[config.mk]
export PLATFORM = sky130hd
export DESIGN_NAME = seq_mult_ctrl
export DESIGN_NICKNAME = d
export VERILOG_FILES = /design/src/rtl/seq_mult_ctrl.sv
export SDC_FILE = /design/constraint.sdc
export NUM_CORES = 1
export LEC_CHECK = 0
export BUFFER_PORTS_ARGS = -buffer_cell sky130_fd_sc_hd__buf_2
export CAP_MARGIN = 30
export CORE_AREA = 5 5 42 44
export CTS_CLUSTER_DIAMETER = 30
export DETAILED_ROUTE_END_ITERATION = 7
export DIE_AREA = 0 0 47 49
export PLACE_DENSITY = 0.41
export RECOVER_POWER = 25
export SYNTH_ARGS = -nofsm -noshare
export SYNTH_HDL_FRONTEND = slang
export SYNTH_SLANG_ARGS = --single-unit
export TNS_END_PERCENT = 5
[constraint.sdc]
create_clock -name clk -period 2.1 [get_ports clk]
set_input_delay 0.42 -clock clk [delete_from_list [all_inputs] [get_ports clk]]
set_output_delay 0.42 -clock clk [all_outputs]
set_load 0.005 [all_outputs]
[src/rtl/seq_mult_ctrl.sv]
// seq_mult_ctrl: sequencing FSM for the 8x8 sequential multiplier datapath.
// Each 8x8 product is built from four 4x4 partial products over CALC0..CALC3.
// The FSM drives the operand nibble selects, the left_shifter code and the
// accumulator enables, then pulses done for one cycle.
// Build option: define SEQ_MULT_CTRL_ERR_EN to flag start seen mid-sequence
// (goes to ERR). Without it, start is ignored while busy and err stays 0.
module seq_mult_ctrl (
   input  logic       clk,
   input  logic       reset_n,
   input  logic       start,
   output logic       sel_a,
   output logic       sel_b,
   output logic [1:0] shift_cntrl,
   output logic       acc_en,
   output logic       acc_load,
   output logic       busy,
   output logic       done,
   output logic       err,
   output logic [2:0] state_out
);

   localparam logic [1:0] SHIFT_0 = 2'b00;
   localparam logic [1:0] SHIFT_4 = 2'b01;
   localparam logic [1:0] SHIFT_8 = 2'b10;

   typedef enum logic [2:0] {
      IDLE  = 3'd0,
      CALC0 = 3'd1,
      CALC1 = 3'd2,
      CALC2 = 3'd3,
      CALC3 = 3'd4,
      DONE  = 3'd5,
      ERR   = 3'd6
   } state_t;

   state_t state;
   state_t state_nxt;
   logic   abort;

`ifdef SEQ_MULT_CTRL_ERR_EN
   // A new request while the sequence is in flight is a protocol error.
   assign abort = start;
`else
   // Requests while busy are ignored; the sequence always completes.
   assign abort = 1'b0;
`endif

   // State register with synchronous active-low reset.
   always_ff @(posedge clk) begin
      // NOTE: sequential state uses non-blocking assignments so every register
      // updates from the values present before the edge.
      if (!reset_n) begin
         state <= IDLE;
      end else begin
         state <= state_nxt;
      end
   end

   // Next-state logic.
   always_comb begin
      // NOTE: defaulting state_nxt first guarantees every path assigns it,
      // so no latch is inferred.
      state_nxt = state;
      case (state)
         IDLE:  state_nxt = start ? CALC0 : IDLE;
         CALC0: state_nxt = abort ? ERR : CALC1;
         CALC1: state_nxt = abort ? ERR : CALC2;
         CALC2: state_nxt = abort ? ERR : CALC3;
         CALC3: state_nxt = abort ? ERR : DONE;
         DONE:  state_nxt = start ? CALC0 : IDLE;
         ERR:   state_nxt = start ? ERR : IDLE;
         default: state_nxt = IDLE;
      endcase
   end

   // Moore output decode from the registered state only.
   always_comb begin
      sel_a       = 1'b0;
      sel_b       = 1'b0;
      shift_cntrl = SHIFT_0;
      acc_en      = 1'b0;
      acc_load    = 1'b0;
      busy        = 1'b0;
      done        = 1'b0;
      err         = 1'b0;
      case (state)
         CALC0: begin
            // Low x low, loads the accumulator so no clear cycle is needed.
            acc_en   = 1'b1;
            acc_load = 1'b1;
            busy     = 1'b1;
         end
         CALC1: begin
            sel_a       = 1'b1;
            shift_cntrl = SHIFT_4;
            acc_en      = 1'b1;
            busy        = 1'b1;
         end
         CALC2: begin
            sel_b       = 1'b1;
            shift_cntrl = SHIFT_4;
            acc_en      = 1'b1;
            busy        = 1'b1;
         end
         CALC3: begin
            sel_a       = 1'b1;
            sel_b       = 1'b1;
            shift_cntrl = SHIFT_8;
            acc_en      = 1'b1;
            busy        = 1'b1;
         end
         DONE: begin
            done = 1'b1;
         end
`ifdef SEQ_MULT_CTRL_ERR_EN
         ERR: begin
            err = 1'b1;
         end
`endif
         default: begin
         end
      endcase
   end

   assign state_out = state;

endmodule

==> summary.md, run 1 <==
| Metric | Value |
|---|---|
| EDFF count, synth | 0 |
| Count of vias placed by the detailed router | 237 |
| Fill cell count | 181 |
| Total placed cells including tap cells | 56 |
| First-pass GRT wire length | between 800 and 900 um |
| Vias in the first global route | 192 |
| Critical Setup Path Class | reg -> out |
| Cell count after synthesis | 30 |
| Number of rows in the core area | 14 |
| Leakage | 0.155 nW |
| Final Non-Filler Cells | 60 |
| Data arrival at the endpoint of the critical path | 1400 ps |
| Drt drc | 0 |
| Worst min-delay path class | in -> reg |
| Iteration-0 DRC Markers | 5 |
| Commonest cells in the netlist | sky130_fd_sc_hd__dfxtp_1 (3), sky130_fd_sc_hd__nand2_1 (3), sky130_fd_sc_hd__nor2_1 (3), sky130_fd_sc_hd__nor3_1 (3) |
| Core area | approximately 0.0014 mm2 |
| Sequential area share after synthesis | between 20% and 30% |
| Skew final | 1.00 ps |
| Shortest period the worst path allows | 1820 ps |
| Ys Warns | 0 |
| Unique cell type count in the Yosys netlist | 19 |
| Vias per std cell | 3.95 |
| Average footprint of a synthesized cell | 6.84 um2 |
| Longest Clk Path Bufs | 2 |
| Mapped Nets | 33 |
| Period utilisation layout | 86.7% |
| H-tree levels | 1 |
| Area share of the largest cell type after synthesis | between 20% and 30% |
| Sum Neg Setup Slack | 0 ps |
| Number of buffers inserted to repair setup after CTS | 0 |
| Library cell used as clock root buffer | sky130_fd_sc_hd__clkbuf_4 |
| Overall overflow remaining after global route | 0 |
| Initial antenna violation count | 0 |
| Top cells by area, synth | sky130_fd_sc_hd__dfxtp_1 (29%), sky130_fd_sc_hd__nor3_1 (7.3%), sky130_fd_sc_hd__buf_4 (7.3%), sky130_fd_sc_hd__nand2_1 (5.5%), sky130_fd_sc_hd__nor2_1 (5.5%) |
| Clock tree from TritonCTS | yes |
| Io pins | 15 |
| Latest clock arrival within the worst-skew pair | approximately 230 ps |
| Number of diodes added for antenna fixing | 0 |
| Worst path required time | 1680 ps |
| Post-synthesis cell type with the largest combined area | sky130_fd_sc_hd__dfxtp_1 |
| CTS sink cnt | 3 |
| Number of buffer cells added on primary ports | 13 |
| Prevailing post-synth register cell | sky130_fd_sc_hd__dfxtp_1 |
| Critical Path Start Type | flop |
| Number of clock buffers inserted by TritonCTS | 3 |
| DIE AREA | 0.00230 mm2 |
| Final routed wirelength across all metal layers | 527 um |
| Final Setup Violations | 0 |
| Number of gates resized after cts | 0 |
| Flip-flop and latch count after synthesis | 3 |
| Clock transition at the registers of the reported paths | 30 ps |
| Hold bufs inserted after CTS | 0 |
| Power Dens Cells | 733 mW/mm2 |
| Asr flop ratio synth | 0% |
| Length of the first detailed-routing pass in iterations | 4 |
| Post-Synthesis Cell Area | 205 um2 |
| Fin. Hold Viols | 0 |
| Worst setup EP type | output pin |
| Nets | 48 |
| Max-slew violations | 0 |
| Total power consumption of the routed design | 0.217 mW |
| Max-cap violations | 0 |
| Share of cells above drive strength 1 | just under 40% |
| Max FO, Critical Path | 8 |
| Total Routing Usage GR | 5.28% |
| Area Overhead vs Synth | 44.5% |
| Average wire per cell in the routed design | a little under 9 um |
| Die Y-Extent | 49 um |
| Highest attainable clock frequency | around 550 MHz |
| Flip-flop count of the largest register, all copies and words added | 3 |
| Maximum vdd ir drop | 274 uV |
| Routability Congestion | 0.634 |
| Number of nets with antenna violations after detailed routing | 0 |
| Effective utilization at floorplan | 14.6% |
| Setup repair after global routing missed its margin | false |
| Largest net degree at the start of global routing | 12 |
| Result of the run | finished, final reports clean |
| Chip Width | 47 um |
| Post-DP HPWL | 435 um |
==> routing by layer <==
layer	wire length (um)	GRT usage (%)	part of all wire [%]
met3	94	4.43	18
met2	182	5.66	35
met5	0	0	0
met1	249	6.36	47
met4	0	4.15	0
==> placed cells by master (no fill, tap or decap) <==
cell type / netlist / final
sky130_fd_sc_hd__clkbuf_1: 0 / 1
sky130_fd_sc_hd__nor2_1: 3 / 3
sky130_fd_sc_hd__nand2_1: 3 / 3
sky130_fd_sc_hd__a21boi_0: 0 / 1
sky130_fd_sc_hd__nor3_1: 3 / 3
sky130_fd_sc_hd__inv_2: 2 / 1
sky130_fd_sc_hd__xnor2_1: 1 / 1
sky130_fd_sc_hd__and3_1: 1 / 1
sky130_fd_sc_hd__or3_1: 1 / 1
sky130_fd_sc_hd__or2b_1: 1 / 1
sky130_fd_sc_hd__nor2b_1: 1 / 1
sky130_fd_sc_hd__o21a_1: 1 / 1
sky130_fd_sc_hd__a21oi_1: 2 / 2
sky130_fd_sc_hd__o21ai_0: 1 / 1
sky130_fd_sc_hd__o211ai_1: 1 / 1
sky130_fd_sc_hd__clkbuf_4: 0 / 3
sky130_fd_sc_hd__conb_1: 1 / 1
sky130_fd_sc_hd__dfxtp_1: 3 / 3
sky130_fd_sc_hd__buf_2: 1 / 13
sky130_fd_sc_hd__inv_1: 1 / 2
==> logic make-up after synthesis <==
kind of cell	Yosys count	synth area share [%]
AOI/OAI and AO/OA	6	18.3
xor gates and xnor gates	1	4.27
buffers and inverters	6	15.2
DFF	3	29.3
other	1	1.83
and+or+nand+nor	13	31.1
==> power by group <==
group	total (mW)	internal [mW]	switching [mW]
sequential	0.0703	0.0617	0.00856
combinational	0.0479	0.0250	0.0229
clock	0.0990	0.0711	0.0279
==> worst paths after layout <==
path	start	to	slack, ps	depth (start not counted)
hold / removal	reset_n	state_out[1]	420	2
hold reg to reg	state_out[0]	state_out[0]	620	2
setup reg to reg	state_out[0]	state_out[2]	890	3
setup / recovery	state_out[0]	sel_b	280	4
==> critical path: stages (launching register included) <==
cell                      delay, ps
sky130_fd_sc_hd__dfxtp_1        460
sky130_fd_sc_hd__inv_1          130
sky130_fd_sc_hd__or3_1          380
sky130_fd_sc_hd__o21ai_0         80
sky130_fd_sc_hd__buf_2          130
==> layout make-up <==
type                            count  area, um2  share of cell area (%)
Timing Repair Buffer               13       65.1                    21.9
Clock buffer                        4       26.3                    8.86
Inverter                            3       11.3                    3.80
Sequential cell                     3       60.1                    20.3
Tap cell                           16       20.0                    6.75
Multi-Input combinational cell     21        114                    38.4
==> metrics by stage <==
stage	hold WS, ps	area [um2]	util, %	setup WS, ps
global route	446	297	21.2	179
finish	424	297	21.2	279
global placement	629	270	19.3	523
detailed placement	629	270	19.3	538
CTS	419	297	21.2	286
floorplan	538	205	-	735
Power figures use the tool's default switching activity.
==> run 2: changes to the inputs <==
--- a/config.mk
+++ b/config.mk
@@ -12,7 +12,6 @@
 export DETAILED_ROUTE_END_ITERATION = 7
 export DIE_AREA = 0 0 47 49
 export PLACE_DENSITY = 0.41
-export RECOVER_POWER = 25
 export SYNTH_ARGS = -nofsm -noshare
 export SYNTH_HDL_FRONTEND = slang
 export SYNTH_SLANG_ARGS = --single-unit
==> constraint.sdc (replaced) <==
create_clock -name clk -period 2.3 [get_ports clk]
set_input_delay 0.46 -clock clk [delete_from_list [all_inputs] [get_ports clk]]
set_output_delay 0.46 -clock clk [all_outputs]
set_load 0.005 [all_outputs]
==> run 2 against run 1 <==
  * Global-route usage did not move
  * Count of clock-buffer cells in the layout stayed put
  * Die area unchanged
  * Clock power is 8.5% lower
  * Sequential power fell by 8.4%
  * Via count up 0.84%
  * Total power is 8.4% lower
  * Critical path depth is the same
  * Non-clock buffer count unchanged
  * Combinational power decreased by 8.4%
==> summary.md, run 2 (synthesis gave the netlist of run 1 again) <==
| Metric | Value |
|---|---|
| Result of the run | finished, final reports clean |
| Critical Path Start | state_out[0] |
| Shortest period the worst path allows | 1830 ps |
| Clock tree from TritonCTS | yes |
| Worst path required time | 1840 ps |
| Chip Width | about 47 um |
| Latest clock arrival within the worst-skew pair | 230 ps |
| First-pass GRT wire length | 821 um |
| Highest-delay cell along the critical path | sky130_fd_sc_hd__dfxtp_1 |
| Sum Neg Setup Slack | 0 ps |
| Power Dens Cells | 671 mW/mm2 |
| Total Routing Usage GR | under 10% |
| Delay of the slowest critical-path stage | 470 ps |
| Skew final | 0.744 ps |
| Effective utilization at floorplan | 14.6% |
| Setup repair after global routing missed its margin | false |
| Area Overhead vs Synth | 44.5% |
| Number of nets with antenna violations after detailed routing | 0 |
| Total power consumption of the routed design | 0.199 mW |
| Number of diodes added for antenna fixing | 0 |
| Worst min-delay path class | in -> reg |
| Max FO, Critical Path | 8 |
| Max-cap violations | 0 |
| Leakage | 0.156 nW |
| Max-slew violations | 0 |
| Setup slack of the most critical reg-to-reg path | 1160 ps |
| Launch instance of the worst register-to-register path | state_out[0] |
| Initial antenna violation count | 0 |
| Average wire per cell in the routed design | slightly below 9 um |
| Critical Path Start Type | flop |
| H-tree levels | 1 |
| Number of rows in the core area | 14 |
| Period utilisation layout | 79.7% |
| Final routed wirelength across all metal layers | 527 um |
| Most common library cell in the layout ignoring fill and taps | sky130_fd_sc_hd__buf_2 |
| Data arrival at the endpoint of the critical path | approximately 1400 ps |
| Routability Congestion | between 0.6 and 0.7 |
| CTS sink cnt | 3 |
| Die Y-Extent | 49 um |
| Clock transition at the registers of the reported paths | approximately 30 ps |
| Overall overflow remaining after global route | 0 |
| Library cell used as clock root buffer | sky130_fd_sc_hd__clkbuf_4 |
| Number of clock buffers inserted by TritonCTS | 3 |
| Highest attainable clock frequency | 546 MHz |
| Core area | 0.00140 mm2 |
| Reg2reg end | state_out[2] |
| Length of the first detailed-routing pass in iterations | 4 |
| Largest net degree at the start of global routing | 12 |
| Count of vias placed by the detailed router | 239 |
| Register-to-Register Path Depth | 3 |
| Number of buffer cells added on primary ports | 13 |
| Capture point of the worst path | sel_b |
| Number of gates resized after cts | 0 |
| Longest Clk Path Bufs | 2 |
| Io pins | 15 |
| Maximum vdd ir drop | 251 uV |
| Number of buffers inserted to repair setup after CTS | 0 |
| Iteration-0 DRC Markers | 4 |
| Sequence of cells on the critical path | inv_2 -> or3_1 -> o21ai_0 -> buf_2 |
| Vias per std cell | 3.98 |
| Share of cells above drive strength 1 | 40.9% |
| Hold bufs inserted after CTS | 0 |
| Flip-flop count of the largest register, all copies and words added | 3 |
| Post-DP HPWL | 435 um |
| Final Setup Violations | 0 |
| Fin. Hold Viols | 0 |
| Nets | 48 |
| Critical Setup Path Class | reg -> out |
| Drt drc | 0 |
| Worst setup EP type | output pin |
| DIE AREA | 0.00230 mm2 |
| Vias in the first global route | roughly 190 |
run 2: critical path: cells and delay by family (launching register included):
kind | cells | cell delay [ps]
AND/OR/NAND/NOR | 1 | 370
buffers and inverters | 2 | 220
flip-flops | 1 | 470
AO/OA/AOI/OAI | 1 | 80
run 2: layer usage:
layer / global-route usage, % / vias up / wire (um)
li1: - / 124 / -
met1: 6.36 / 98 / 243
met2: 5.66 / 17 / 188
met3: 4.43 / 0 / 94
met4: 4.15 / 0 / 0
met5: 0 / - / 0
run 2: worst min path at each step:
stage | start | to | cells past startpoint
2_1_floorplan | reset_n | state_out[1] | 1
3_3_place_gp | state_out[0] | state_out[0] | 2
3_5_place_dp | state_out[0] | state_out[0] | 2
4_1_cts | reset_n | state_out[1] | 2
5_1_grt | reset_n | state_out[1] | 2
6_report | reset_n | state_out[1] | 2
run 2: per-stage QoR:
step,setup WS (ps),utilization (%),area (um2),hold WS (ps),cells
floorplan,895,-,205,578,30
global placement,683,19.3,270,629,56
detailed placement,698,19.3,270,629,56
CTS,446,21.2,297,459,60
global route,373,21.2,297,486,60
finish,468,21.2,297,464,60
run 2: cell type report:
type	instances	area [um2]
clock buffers	4	26.3
fillers	181	1100
inverters	3	11.3
multi-input cells	21	114
flip-flops and latches	3	60.1
well taps	16	20.0
repair buffers	13	65.1
run 2: report_power, final:
| part | internal [mW] | switching (mW) |
|---|---|---|
| clock network | 0.0649 | 0.0257 |
| logic | 0.0230 | 0.0209 |
| registers | 0.0564 | 0.00807 |
==> run 3: changes to the inputs <==
--- a/config.mk
+++ b/config.mk
@@ -5,13 +5,14 @@
 export SDC_FILE = /design/constraint.sdc
 export NUM_CORES = 1
 export LEC_CHECK = 0
+export ABC_AREA = 1
 export BUFFER_PORTS_ARGS = -buffer_cell sky130_fd_sc_hd__buf_2
 export CAP_MARGIN = 30
 export CORE_AREA = 5 5 42 44
 export CTS_CLUSTER_DIAMETER = 30
 export DETAILED_ROUTE_END_ITERATION = 7
 export DIE_AREA = 0 0 47 49
-export PLACE_DENSITY = 0.41
+export PLACE_DENSITY = 0.43
 export SYNTH_ARGS = -nofsm -noshare
 export SYNTH_HDL_FRONTEND = slang
 export SYNTH_SLANG_ARGS = --single-unit
==> constraint.sdc (replaced) <==
create_clock -name clk -period 1.65 [get_ports clk]
set_input_delay 0.33 -clock clk [delete_from_list [all_inputs] [get_ports clk]]
set_output_delay 0.33 -clock clk [all_outputs]
set_load 0.005 [all_outputs]
==> run 3 against run 2 <==
  * Cell count up 8.3%
  * Die area unchanged
  * Routed wire length increased by 6.1%
  * Count of clock-buffer cells in the layout is the same
  * Hold slack worse by 170 ps
  * Core utilization rose by 1.3 points
  * First-iteration DRC count grew 25%
  * Total power increased by 58%
  * Sequential cell count unchanged
  * Combinational power grew 110%
  * Clock power grew 41%
  * Critical endpoint is now acc_en
==> summary.md, run 3 <==
| Metric | Value |
|---|---|
| Top cells by area, synth | sky130_fd_sc_hd__dfxtp_1 (28%), sky130_fd_sc_hd__nand2_1 (12%), sky130_fd_sc_hd__inv_1 (10%), sky130_fd_sc_hd__nand3_2 (9.3%), sky130_fd_sc_hd__nand3_1 (7.0%) |
| Critical Setup Path Class | reg -> out |
| Post-DP HPWL | approximately 460 um |
| Vias in the first global route | 228 |
| Highest-count cells in the layout ignoring fill and taps | sky130_fd_sc_hd__buf_2 (13), sky130_fd_sc_hd__nand2_1 (7), sky130_fd_sc_hd__inv_1 (6) |
| Number of buffer cells added on primary ports | 13 |
| Critical Path Start Type | flop |
| Library cell used as clock root buffer | sky130_fd_sc_hd__clkbuf_4 |
| Switching power total | 0.0991 mW |
| Total Routing Usage GR | 6.41% |
| Iteration-0 DRC Markers | 5 |
| Number of diodes added for antenna fixing | 0 |
| Shortest period the worst path allows | 1500 ps |
| Sequence of cells on the critical path | inv_1 -> nand3_1 -> nand2_2 -> inv_2 -> nand3_1 -> buf_2 |
| Ys Warns | 0 |
| Count of vias placed by the detailed router | ~230 |
| Worst hold path startpoint | reset_n |
| Cell occurring most often along the worst timing path | sky130_fd_sc_hd__nand3_1 |
| Hold slack final | 293 ps |
| Most common library cell in the layout ignoring fill and taps | sky130_fd_sc_hd__buf_2 |
| Leakage | 0.210 nW |
| Post-route core utilization | 22.5% |
| Most frequent cell after synthesis | sky130_fd_sc_hd__nand2_1 |
| Drt drc | 0 |
| Mapped Nets | 37 |
| Flip-flop count of the largest register, all copies and words added | 3 |
| Share of cells above drive strength 1 | between 50% and 60% |
| Sequential area share after synthesis | 27.9% |
| Fraction of power consumed by the clock network | 40.7% |
| Data arrival at the endpoint of the critical path | 1170 ps |
| Result of the run | finished, final reports clean |
| Flip-flop and latch count after synthesis | 3 |
| Vias per std cell | 3.51 |
| Cell count after synthesis | 34 |
| Total power consumption of the routed design | 0.315 mW |
| Max-slew violations | 0 |
| Worst path required time | 1320 ps |
| Average wire per cell in the routed design | 8.60 um |
| Number of rows in the core area | 14 |
| Power Dens Cells | 999 mW/mm2 |
| Initial antenna violation count | 0 |
| Critical Path Start | state_out[2] |
| Number of buffers inserted to repair setup after CTS | 0 |
| Number of nets with antenna violations after detailed routing | 0 |
| Prevailing post-synth register cell | sky130_fd_sc_hd__dfxtp_1 |
| Latest clock arrival within the worst-skew pair | around 230 ps |
| Cell area after layout | 315 um2 |
| Post-synthesis cell type with the largest combined area | sky130_fd_sc_hd__dfxtp_1 |
| Area share of the largest cell type after synthesis | 27.9% |
| Worst min-delay path class | in -> reg |
| Longest Clk Path Bufs | 2 |
| Clock transition at the registers of the reported paths | 40 ps |
| Fin. Hold Viols | 0 |
| Setup slack of the critical path after layout | ~150 ps |
| Final Setup Violations | 0 |
| H-tree levels | 1 |
| Max FO, Critical Path | 5 |
| Highest-delay cell along the critical path | sky130_fd_sc_hd__dfxtp_2 |
| Final routed wirelength across all metal layers | 559 um |
| Design internal power | 0.216 mW |
| Area Overhead vs Synth | 46.5% |
| Launch instance of the worst register-to-register path | state_out[2] |
| Delay of the slowest critical-path stage | ~330 ps |
| Total placed cells including tap cells | 61 |
| Largest net degree at the start of global routing | 8 |
| EDFF count, synth | 0 |
| Die Y-Extent | between 40 and 50 um |
| Io pins | 15 |
| Sum Neg Setup Slack | 0 ps |
| Length of the first detailed-routing pass in iterations | 4 |
| CTS sink cnt | 3 |
| Overall overflow remaining after global route | 0 |
| Effective utilization at floorplan | 15.4% |
| Chip Width | 47 um |
| Nets | 53 |
| Core area | 0.00140 mm2 |
| Placement Setup Slack | 341 ps |
| Setup repair after global routing missed its margin | false |
| Final Non-Filler Cells | 65 |
| Number of clock buffers inserted by TritonCTS | 3 |
| Unique cell type count in the Yosys netlist | 13 |
| Post-Synthesis Cell Area | 215 um2 |
| Worst setup EP type | output pin |
| Maximum vdd ir drop | 297 uV |
| Logic pwr share | 29.7% |
| First-pass GRT wire length | 972 um |
| Highest attainable clock frequency | 668 MHz |
| Placed instance area | 285 um2 |
| Skew final | between 0.2 and 0.3 ps |
| Average footprint of a synthesized cell | 6.33 um2 |
| Commonest cells in the netlist | sky130_fd_sc_hd__nand2_1 (7), sky130_fd_sc_hd__inv_1 (6), sky130_fd_sc_hd__dfxtp_1 (3), sky130_fd_sc_hd__nand3_1 (3) |
| Max-cap violations | 0 |
| Period utilisation layout | between 90% and 100% |
| Clock tree from TritonCTS | yes |
| Switching share of power | 31.5% |
| Power share of the sequential group | about 30% |
| Routability Congestion | 0.710 |
| Asr flop ratio synth | 0% |
| DIE AREA | 0.00230 mm2 |
-- run 3: changes by cell type after synthesis, moves of 2 or more --
| cell | change |
|---|---|
| sky130_fd_sc_hd__inv_1 | +5 |
| sky130_fd_sc_hd__nand2_1 | +4 |
| sky130_fd_sc_hd__nand2_2 | +2 |
| sky130_fd_sc_hd__nand3_1 | +3 |
| sky130_fd_sc_hd__nand3_2 | +2 |
| sky130_fd_sc_hd__nor3_1 | -3 |
-- run 3: cell type report --
class                   count  area (um2)
fillers                   179        1090
multi-input cells          21         110
repair buffers             13        65.1
flip-flops and latches      3        63.8
inverters                   8        30.0
clock buffers               4        26.3
well taps                  16        20.0
-- run 3: routing by layer --
metal	part of all wire (%)	up-vias	GRT usage [%]
met5	0	-	0
met4	0	0	5.53
met3	9.7	0	5.17
met2	53	7	8.82
met1	37	93	5.71
li1	-	128	-
-- run 3: logic make-up (layout without fill, tap and decap cells) --
logic type | count (synthesis) | in the layout | synth area share (%)
simple gates | 17 | 17 | 40.7
other cells | 1 | 1 | 1.74
flops | 3 | 3 | 27.9
buf+inv | 10 | 25 | 20.9
compound gates | 3 | 3 | 8.72
-- run 3: power by group through the flow --
stage                     clock network [mW]  registers, mW  logic, mW
after CTS                              0.136         0.0914     0.0959
after global placement                     0         0.0921     0.0954
after floorplan                            0         0.0923     0.0623
after detailed placement                   0         0.0926     0.0958
final                                  0.128         0.0931     0.0937
after global routing                   0.143         0.0940      0.110
-- run 3: repair_timing --
action / CTS / global route
hold buffers: 0 / 0
endpoints found under the hold margin: 0 / 0
gates resized for setup: 0 / 3
setup endpoints to repair: 0 / 2
-- run 3: worst paths after layout --
check | end | slack, ps | cells after the start
setup / recovery | acc_en | 150 | 6
setup reg to reg | state_out[2] | 750 | 5
hold / removal | state_out[1] | 290 | 3
hold reg to reg | state_out[2] | 520 | 2
-- run 3: worst max-delay path, delay by kind of cell (launching register included) --
kind,cells,cell delay [ps]
buffers and inverters,3,300
flip-flops,1,330
AND/OR/NAND/NOR,3,300
